`config.mk`:
```
export PLATFORM = sky130hd
export DESIGN_NAME = sonic_circbuf_read_ctrl
export DESIGN_NICKNAME = d
export VERILOG_FILES = /design/src/rtl/sonic_circbuf_pkg.sv /design/src/rtl/sonic_rdctrl_fifo.sv /design/src/rtl/sonic_circbuf_read_ctrl.sv
export SDC_FILE = /design/constraint.sdc
export NUM_CORES = 1
export LEC_CHECK = 0
export CAP_MARGIN = 20
export CORE_ASPECT_RATIO = 1.2
export CORE_MARGIN = 2
export CORE_UTILIZATION = 25
export DETAILED_ROUTE_END_ITERATION = 10
export PLACE_DENSITY = 0.5
export SYNTH_ARGS = -nofsm -noshare
export SYNTH_HDL_FRONTEND = slang
export SYNTH_SLANG_ARGS = --single-unit
```
`constraint.sdc`:
```
create_clock -name i_clk -period 11.2 [get_ports i_clk]
set_clock_uncertainty 0.05 [all_clocks]
set_input_delay 2.24 -clock i_clk [delete_from_list [all_inputs] [get_ports i_clk]]
set_output_delay 2.24 -clock i_clk [all_outputs]
set_load 0.02 [all_outputs]
```
`src/rtl/sonic_circbuf_pkg.sv`:
```
// Shared constants, FSM state and in-flight tag types for the SONIC circular-buffer read side.
package sonic_circbuf_pkg;

    localparam int unsigned EXT_PAGES     = 64;
    localparam logic [14:0] PAGE_WORDS    = 15'h1F0;
    localparam logic [14:0] EXT_ADDR_END  = 15'(EXT_PAGES * PAGE_WORDS);
    localparam int unsigned TRANSLATE_LAT = 4;

    typedef enum logic [1:0] {IDLE, GRANT, ISSUE, DRAIN} rdctrl_state_t;

    typedef struct packed {
        logic valid;
        logic src;
        logic last;
    } pipe_tag_t;

    // Walk the external space linearly, wrapping from the last valid word back to 0.
    function automatic logic [14:0] next_ext_addr(input logic [14:0] addr);
        return (addr == EXT_ADDR_END - 15'd1) ? 15'd0 : addr + 15'd1;
    endfunction

endpackage

```
`src/rtl/sonic_rdctrl_fifo.sv`:
```
// Synchronous FIFO with occupancy count; head word is presented combinationally on o_rdata.
module sonic_rdctrl_fifo #(
    parameter int unsigned WIDTH = 130,
    parameter int unsigned DEPTH = 8,
    parameter int unsigned CNT_W = $clog2(DEPTH + 1)
) (
    input  logic             i_clk,
    input  logic             i_rst_n,
    input  logic             i_push,
    input  logic [WIDTH-1:0] i_wdata,
    input  logic             i_pop,
    output logic [WIDTH-1:0] o_rdata,
    output logic [CNT_W-1:0] o_count
);

    localparam int unsigned PTR_W = (DEPTH > 1) ? $clog2(DEPTH) : 1;

    logic [WIDTH-1:0] r_mem [DEPTH];
    logic [PTR_W-1:0] r_wr_ptr;
    logic [PTR_W-1:0] r_rd_ptr;
    logic [CNT_W-1:0] r_count;

    function automatic logic [PTR_W-1:0] ptr_inc(input logic [PTR_W-1:0] ptr);
        return (ptr == PTR_W'(DEPTH - 1)) ? '0 : ptr + 1'b1;
    endfunction

    always_ff @(posedge i_clk) begin
        if (i_push) begin
            r_mem[r_wr_ptr] <= i_wdata;
        end
    end

    always_ff @(posedge i_clk or negedge i_rst_n) begin
        if (!i_rst_n) begin
            r_wr_ptr <= '0;
            r_rd_ptr <= '0;
            r_count  <= '0;
        end else begin
            if (i_push) begin
                r_wr_ptr <= ptr_inc(r_wr_ptr);
            end
            if (i_pop) begin
                r_rd_ptr <= ptr_inc(r_rd_ptr);
            end
            case ({i_push, i_pop})
                2'b10:   r_count <= r_count + 1'b1;
                2'b01:   r_count <= r_count - 1'b1;
                default: r_count <= r_count;
            endcase
        end
    end

    assign o_rdata = r_mem[r_rd_ptr];
    assign o_count = r_count;

endmodule

```
`src/rtl/sonic_circbuf_read_ctrl.sv`:
```
// Two-reader burst read controller: round-robin grant, credit-limited issue, output FIFO.
// Optional per-reader popped-word counters on o_stat_words when SONIC_RDCTRL_STATS_EN is defined.
module sonic_circbuf_read_ctrl
    import sonic_circbuf_pkg::*;
#(
    parameter int unsigned DATA_W     = 128,
    parameter int unsigned PIPE_LAT   = TRANSLATE_LAT + 1,
    parameter int unsigned FIFO_DEPTH = 8
) (
    input  logic              i_clk,
    input  logic              i_rst_n,
    input  logic [1:0]        i_req,
    input  logic [29:0]       i_req_start,
    input  logic [29:0]       i_req_len,
    output logic [1:0]        o_req_ack,
    output logic [1:0]        o_req_done,
    output logic              o_req_err,
    output logic [14:0]       o_rd_ext_addr,
    output logic              o_rd_en,
    input  logic [DATA_W-1:0] i_ram_rdata,
    output logic              o_out_valid,
    output logic [DATA_W-1:0] o_out_data,
    output logic              o_out_src,
    output logic              o_out_last,
    input  logic              i_out_ready,
    output logic              o_busy
`ifdef SONIC_RDCTRL_STATS_EN
    ,
    output logic [63:0]       o_stat_words
`endif
);

    localparam int unsigned CW = $clog2(FIFO_DEPTH + 1);

    rdctrl_state_t   r_state;
    logic            r_prio;
    logic            r_owner;
    logic [14:0]     r_addr;
    logic [14:0]     r_remain;
    logic [1:0]      r_req_ack;
    logic [1:0]      r_req_done;
    logic            r_req_err;
    logic            r_rd_en;
    logic [14:0]     r_rd_ext_addr;
    logic            r_rd_src;
    logic            r_rd_last;
    pipe_tag_t       r_pipe [PIPE_LAT];

    logic [CW-1:0]     w_fifo_count;
    logic [DATA_W+1:0] w_head;
    logic              w_pop;
    logic              w_drain_done;
    logic              w_winner;
    logic [31:0]       w_outstanding;
    logic              w_credit_ok;
    pipe_tag_t         w_tail;

    assign w_winner = (i_req == 2'b11) ? r_prio : i_req[1];
    assign w_tail   = r_pipe[PIPE_LAT-1];
    assign w_pop    = o_out_valid & i_out_ready;
    assign w_drain_done = (r_state == DRAIN) && w_pop && w_head[DATA_W];

    // Everything already committed to a FIFO slot: stored, in the pipe, or on the rd_en register.
    always_comb begin
        w_outstanding = 32'(w_fifo_count) + 32'(r_rd_en);
        for (int i = 0; i < int'(PIPE_LAT); i++) begin
            w_outstanding = w_outstanding + 32'(r_pipe[i].valid);
        end
    end
    assign w_credit_ok = w_outstanding < FIFO_DEPTH;

    always_ff @(posedge i_clk or negedge i_rst_n) begin
        if (!i_rst_n) begin
            r_state       <= IDLE;
            r_prio        <= 1'b0;
            r_owner       <= 1'b0;
            r_addr        <= '0;
            r_remain      <= '0;
            r_req_ack     <= '0;
            r_req_done    <= '0;
            r_req_err     <= 1'b0;
            r_rd_en       <= 1'b0;
            r_rd_ext_addr <= '0;
            r_rd_src      <= 1'b0;
            r_rd_last     <= 1'b0;
        end else begin
            r_req_ack  <= '0;
            r_req_done <= '0;
            r_req_err  <= 1'b0;
            r_rd_en    <= 1'b0;
            unique case (r_state)
                IDLE: begin
                    if (|i_req) begin
                        r_owner   <= w_winner;
                        r_prio    <= ~w_winner;
                        r_addr    <= w_winner ? i_req_start[29:15] : i_req_start[14:0];
                        r_remain  <= w_winner ? i_req_len[29:15] : i_req_len[14:0];
                        r_req_ack <= w_winner ? 2'b10 : 2'b01;
                        r_state   <= GRANT;
                    end
                end
                GRANT: begin
                    if (r_remain == '0) begin
                        r_req_done <= r_owner ? 2'b10 : 2'b01;
                        r_state    <= IDLE;
                    end else if (r_addr >= EXT_ADDR_END) begin
                        r_req_done <= r_owner ? 2'b10 : 2'b01;
                        r_req_err  <= 1'b1;
                        r_state    <= IDLE;
                    end else begin
                        r_state <= ISSUE;
                    end
                end
                ISSUE: begin
                    if (w_credit_ok) begin
                        r_rd_en       <= 1'b1;
                        r_rd_ext_addr <= r_addr;
                        r_rd_src      <= r_owner;
                        r_rd_last     <= (r_remain == 15'd1);
                        r_addr        <= next_ext_addr(r_addr);
                        r_remain      <= r_remain - 15'd1;
                        if (r_remain == 15'd1) begin
                            r_state <= DRAIN;
                        end
                    end
                end
                DRAIN: begin
                    if (w_drain_done) begin
                        r_state <= IDLE;
                    end
                end
                default: r_state <= IDLE;
            endcase
        end
    end

    // Fixed-latency tag pipe mirrors the translator+RAM so each returning word knows its owner.
    always_ff @(posedge i_clk or negedge i_rst_n) begin
        if (!i_rst_n) begin
            for (int i = 0; i < int'(PIPE_LAT); i++) begin
                r_pipe[i] <= '0;
            end
        end else begin
            r_pipe[0] <= '{valid: r_rd_en, src: r_rd_src, last: r_rd_last};
            for (int i = 1; i < int'(PIPE_LAT); i++) begin
                r_pipe[i] <= r_pipe[i-1];
            end
        end
    end

    sonic_rdctrl_fifo #(
        .WIDTH (DATA_W + 2),
        .DEPTH (FIFO_DEPTH),
        .CNT_W (CW)
    ) u_fifo (
        .i_clk   (i_clk),
        .i_rst_n (i_rst_n),
        .i_push  (w_tail.valid),
        .i_wdata ({w_tail.src, w_tail.last, i_ram_rdata}),
        .i_pop   (w_pop),
        .o_rdata (w_head),
        .o_count (w_fifo_count)
    );

    always_comb begin
        o_req_ack     = r_req_ack;
        o_req_err     = r_req_err;
        o_rd_en       = r_rd_en;
        o_rd_ext_addr = r_rd_ext_addr;
        o_busy        = (r_state != IDLE);
        o_out_valid   = (w_fifo_count != '0);
        o_out_data    = o_out_valid ? w_head[DATA_W-1:0] : '0;
        o_out_last    = o_out_valid & w_head[DATA_W];
        o_out_src     = o_out_valid & w_head[DATA_W+1];
        o_req_done    = r_req_done;
        if (w_drain_done) begin
            o_req_done = r_owner ? 2'b10 : 2'b01;
        end
    end

`ifdef SONIC_RDCTRL_STATS_EN
    logic [31:0] r_stat [2];

    always_ff @(posedge i_clk or negedge i_rst_n) begin
        if (!i_rst_n) begin
            r_stat[0] <= '0;
            r_stat[1] <= '0;
        end else if (w_pop && (r_stat[w_head[DATA_W+1]] != 32'hFFFF_FFFF)) begin
            r_stat[w_head[DATA_W+1]] <= r_stat[w_head[DATA_W+1]] + 32'd1;
        end
    end

    assign o_stat_words = {r_stat[1], r_stat[0]};
`endif

endmodule
```
=== Word-level counts from Yosys, hierarchy flattened ===
Memories as Yosys holds them, arrays and structs flattened.
Index checks and enable logic that the tools add are counted.
W data, S select, Z words.

* Output and inout port bits: 153
* Memories kept: 1
* RAM bits: 1040
* Register bits: 82

{| class="wikitable"
|+ Memories
! memory !! depth !! bits a word !! rd ports !! clocked after memory_dff !! wr ports !! line !! text
|-
| u_fifo.r_mem || 8 || 130 || 1 || 0 || 1 || sonic_rdctrl_fifo.sv:18 || <nowiki>logic [WIDTH-1:0] r_mem [DEPTH];</nowiki>
|}

* Bitwise logic cells: 4
* Mux-type cells: 36
* Eq/ne operators: 14
* Reductions and logical operators: 13
* Magnitude comparators: 2
* Add/sub/neg operators: 12

{| class="wikitable"
|+ Operator list
! operator !! count
|-
| $mux W128 || 1
|-
| $mux W15 || 7
|-
| $pmux W15 S2 || 2
|-
| $mux W2 || 14
|-
| $add A15 B1 Y15 const B || 1
|-
| $eq A15 B1 Y1 const B || 1
|-
| $eq A15 B15 Y1 const B || 1
|-
| $ge A15 B15 Y1 const B || 1
|-
| $logic_not A15 Y1 || 1
|-
| $sub A15 B1 Y15 const B || 1
|-
| $add A9 B1 Y10 || 1
|-
| $lt A10 B4 Y1 const B || 1
|-
| $add A8 B1 Y9 || 1
|-
| $add A7 B1 Y8 || 1
|-
| $eq A2 B2 Y1 const B || 4
|-
| $mux W1 || 8
|-
| $ne A2 B2 Y1 const B || 4
|-
| $pmux W2 S4 || 1
|-
| $pmux W4 S2 || 1
|-
| $add A6 B1 Y7 || 1
|-
| $add A3 B1 Y3 const B || 2
|-
| $add A5 B1 Y6 || 1
|-
| $eq A3 B3 Y1 const B || 2
|-
| $mux W3 || 2
|-
| 14 further kinds || 21
|}

=== Longest topological paths before layout ===
* Word-level depth: 9
* Depth in mapped cells: 11
* Gate-level depth less buffers: 11

=== Cells and area by module ===
From an unflattened synthesis, not the netlist that was laid out.

* Cell total of the unflattened synthesis: 2079
* Area total of the unflattened synthesis: 44604.0 sq um

{| class="wikitable"
|+ By module, submodules not included
! module !! instances !! cells each !! area each (sq um) !! sequential area each (sq um)
|-
| sonic_rdctrl_fifo || 1 || 1559 || 39859.5 || 31480.2
|-
| sonic_circbuf_read_ctrl || 1 || 520 || 4744.6 || 1801.7
|}

=== Worst setup path after synthesis ===
No wires, ideal clock.

* Kind: flip-flop to flip-flop
* Start: register r_pipe[2] (netlist name)
* End: memory u_fifo.r_mem[2][0] (enable)
* Path buffers: 0
* Cell stages (with the launch flop): 3
* Library setup time: 778 ps
* Path slack: 1021 ps
* Data required time: 10372 ps
* Data arrival time: 9351 ps
* Period minus slack after synthesis: 10179 ps
* Cell sequence: dfrtp_1 nand2_1 nor3_1

* Longest elaborated chain between the ends: 2

{| class="wikitable"
|+ Ends and longest elaborated chain
! what !! line !! text
|-
| start, declared || sonic_circbuf_read_ctrl.sv:47 || <nowiki>pipe_tag_t r_pipe [PIPE_LAT];</nowiki>
|-
| start signal, assigned by index || sonic_circbuf_read_ctrl.sv:146 || <nowiki>r_pipe[i] <= r_pipe[i-1];</nowiki>
|-
| $mux W1 || sonic_rdctrl_fifo.sv:28 || <nowiki>if (i_push) begin</nowiki>
|-
| $mux W1 (not written as such) || sonic_rdctrl_fifo.sv:29 || <nowiki>r_mem[r_wr_ptr] <= i_wdata;</nowiki>
|-
| end, declared || sonic_rdctrl_fifo.sv:18 ||
|}

Every way passes these cells.

=== Worst setup path after layout ===
* Start: register u_fifo.r_rd_ptr[1]
* End: output port o_out_data[15]

* Longest elaborated chain between the ends: 2

{| class="wikitable"
|+ Ends and longest elaborated chain
! what !! line !! text
|-
| start, declared || sonic_rdctrl_fifo.sv:20 || <nowiki>logic [PTR_W-1:0] r_rd_ptr;</nowiki>
|-
| start signal, assigned || sonic_rdctrl_fifo.sv:43 || <nowiki>r_rd_ptr <= ptr_inc(r_rd_ptr);</nowiki>
|-
| $mem_v2 Z8 W130 || n/a ||
|-
| $mux W128 || sonic_circbuf_read_ctrl.sv:172 || <nowiki>o_out_data = o_out_valid ? w_head[DATA_W-1:0] : '0;</nowiki>
|-
| end, declared || sonic_circbuf_read_ctrl.sv:22 || <nowiki>output logic [DATA_W-1:0] o_out_data,</nowiki>
|}

Every way passes these cells.

==> results.json <==
{
  "status": "completed",
  "ys_async_sr_fraction": 0.07308,
  "synth_area_leaders": "edfxtp_1 (72%), mux4_2 (13%), dfrtp_1 (4.7%), mux2i_1 (3.2%), nor2_1 (1.4%)",
  "relSlewSlack": 0.1853,
  "ys_seq_elements": 1122,
  "yosys_warnings": 0,
  "fmax_ghz": 0.1489,
  "initial_core_util": 0.2520,
  "num_vias": 21490,
  "startpoint_type": "flop",
  "dp_hpwl_um": 60550,
  "rr_worst_depth": 4,
  "setup_slack_ps": 4484,
  "tightest_slew_ps": 1222,
  "syn_nets": 2313,
  "p_total_mw": 14.41,
  "dpl.cell_count": 4662,
  "synth.top_cell.area_share": 0.7162,
  "gp_congestion": 0.7608,
  "h-tree-depth": 3,
  "finalSetupViolCount": 0,
  "drt_pass1_iterations": 5,
  "hp-class": "flop to flop",
  "post_drt_wl_per_cell_um": 22.09,
  "cts_buffers": 118,
  "crit_top_cell": "buf_4",
  "synth_enable_flop_cells": 1040,
  "n_fill_cell": 16880,
  "whs_path_depth": 0,
  "synth_common_cells": "edfxtp_1 (1040), mux4_2 (260), nor2_1 (166)",
  "antenna_found_initial": 26,
  "port_buffers": 345,
  "die_w_um": 385.2,
  "slowest_delay_ps": 960,
  "crit_type": "flop to output port",
  "cts_tree": "built",
  "fin_nets": 2713,
  "fin_area_um2": 53720,
  "root_buffer": "clkbuf_16",
  "grt_pass1_vias": 23040,
  "syn_avg_cell_area_um2": 20.74,
  "cp.arrival_ps": 4430,
  "first_iter_violations": 1177,
  "crit_fanout": 54,
  "synthFlopType": "edfxtp_1",
  "cts_setup_buffers": 0,
  "synth.most_common_cell": "edfxtp_1",
  "pre_cts_slack_ps": 4695,
  "crit_path_end_kind": "output port",
  "yosysTopAreaCell": "edfxtp_1",
  "hold_viol": 0,
  "drive_gt1_frac": 0.1965,
  "yosysSeqAreaShare": 0.7633,
  "syn_inst": 2102,
  "cts_hold_buf": 0,
  "clock_latency_ps": 720,
  "max-cap-violations": 0,
  "yosysUniqueCellTypes": 53,
  "grt_usage": 0.1202,
  "fp.coreArea_um2": 173000,
  "powerDensity_nw_per_um2": 268.3,
  "drc_errors": 0,
  "netlist_area_um2": 43600,
  "grt_overflow": 0,
  "antenna_left": 0,
  "cts_sinks": 1122,
  "period_needed_ps": 6716,
  "register_area_um2": 33290,
  "clockBufferDepth": 3,
  "grt_setup_unrepaired": "false",
  "die_height_um": 461.5,
  "whs_ps": 294.2,
  "finalNonFillerCells": 4884,
  "num_io_pins": 346,
  "p_leak_nw": 17.15,
  "fin_crit_sh": 0.5996,
  "postPlaceCellArea_um2": 49930,
  "num_rows": 167,
  "post_cts_resized": 0,
  "viasPerCell": 4.400,
  "area_delta_synth_final_pct": 23.19,
  "worstPathRequired_ps": 8910,
  "multi_input_area_um2": 9874,
  "maxSlewViolCount": 0,
  "grt_pass1_wl_um": 156600,
  "fin_tns_setup_ps": 0,
  "slowest_stage": "dfrtp_4",
  "clk_pin_slew_ps": 60,
  "routed_wl_um": 107900,
  "dieArea_um2": 177800,
  "path_cells": "buf_4, buf_4, mux4_2, mux2i_1, nor2_1, clkdlybuf4s50_1",
  "peakVddDrop_mv": 0.2127,
  "final_util": 0.3105,
  "grt_max_degree": 131
}
-- sequential cells by signal (all words and copies together), names as in the netlist, named ones only --
signal	count
r_owner	1
o_req_ack	2
u_fifo.o_count	4
r_prio	1
r_remain	15
u_fifo.r_mem	1040
u_fifo.r_rd_ptr	3
r_addr	15
r_pipe	15
o_rd_en	1
u_fifo.r_wr_ptr	3
o_req_err	1
r_rd_src	1
r_rd_last	1
r_state	1
r_req_done	2
o_rd_ext_addr	15
-- critical path: cells and delay by family (launching register included) --
family | cells | cell delay [ps]
flops | 1 | 960
mux | 2 | 430
simple gates | 1 | 230
buf+inv | 3 | 1910
-- logic make-up after synthesis --
group	share of synthesized area
fa+ha+maj	0.005682
xor+xnor	0.0008036
mux	0.1727
simple gates	0.02961
flops	0.7633
compound gates	0.01615
buf+inv	0.01179
-- cell usage in the layout (no fill, tap or decap), types with 8 or more instances in the layout --
cell             count
buf_4               40
bufinv_16           10
mux2_2              26
clkdlybuf4s50_1    344
dfrtp_1             79
clkbuf_1            29
a21oi_1             19
nand2_1             63
mux2i_1            138
clkinv_2            14
nor3_1              10
o21ai_0             26
nor2_1             159
inv_1               22
o22a_1               8
clkbuf_16          118
edfxtp_1          1040
clkinv_1            28
mux4_2             260
ha_1                15
nand3_1             11
-- cell type report --
type | instances | share of cell area
well taps | 2281 | 0.05313
clock inverters | 68 | 0.01211
inverters | 22 | 0.001537
flip-flops and latches | 1122 | 0.6198
repair buffers | 389 | 0.07146
multi-input cells | 849 | 0.1838
clock buffers | 151 | 0.05802
diodes | 2 | 0.00009317
-- power breakdown --
group          switching, mW  leakage (nW)  internal [mW]
clock network           1.64          1.82           2.20
logic                   2.79          4.95           2.29
registers              0.323          10.4           5.17
-- layer usage --
layer	part of all wire	track usage	vias up
met5	0.0029	0	-
met1	0.43	0.1540	11340
li1	-	-	9388
met4	0.020	0.03490	46
met3	0.079	0.04220	174
met2	0.46	0.1913	538
-- worst paths after layout --
path	end	slack, ps	startpoint
max	o_out_data[15]	4480	u_fifo.r_rd_ptr[1]$_DFFE_PN0P_
min	r_pipe[1]$_DFF_PN0_	290	r_pipe[4]$_DFF_PN0_
max reg2reg	u_fifo.r_mem[2][98]$_DFFE_PP_	7470	r_pipe[2]$_DFF_PN0_
min reg2reg	r_pipe[1]$_DFF_PN0_	290	r_pipe[4]$_DFF_PN0_
max in group asynchronous	u_fifo.r_rd_ptr[0]$_DFFE_PN0P_	8540	i_rst_n
min in group asynchronous	r_remain[14]$_DFFE_PN0P_	1300	i_rst_n
No activity file was read; power rests on OpenSTA's default activity.
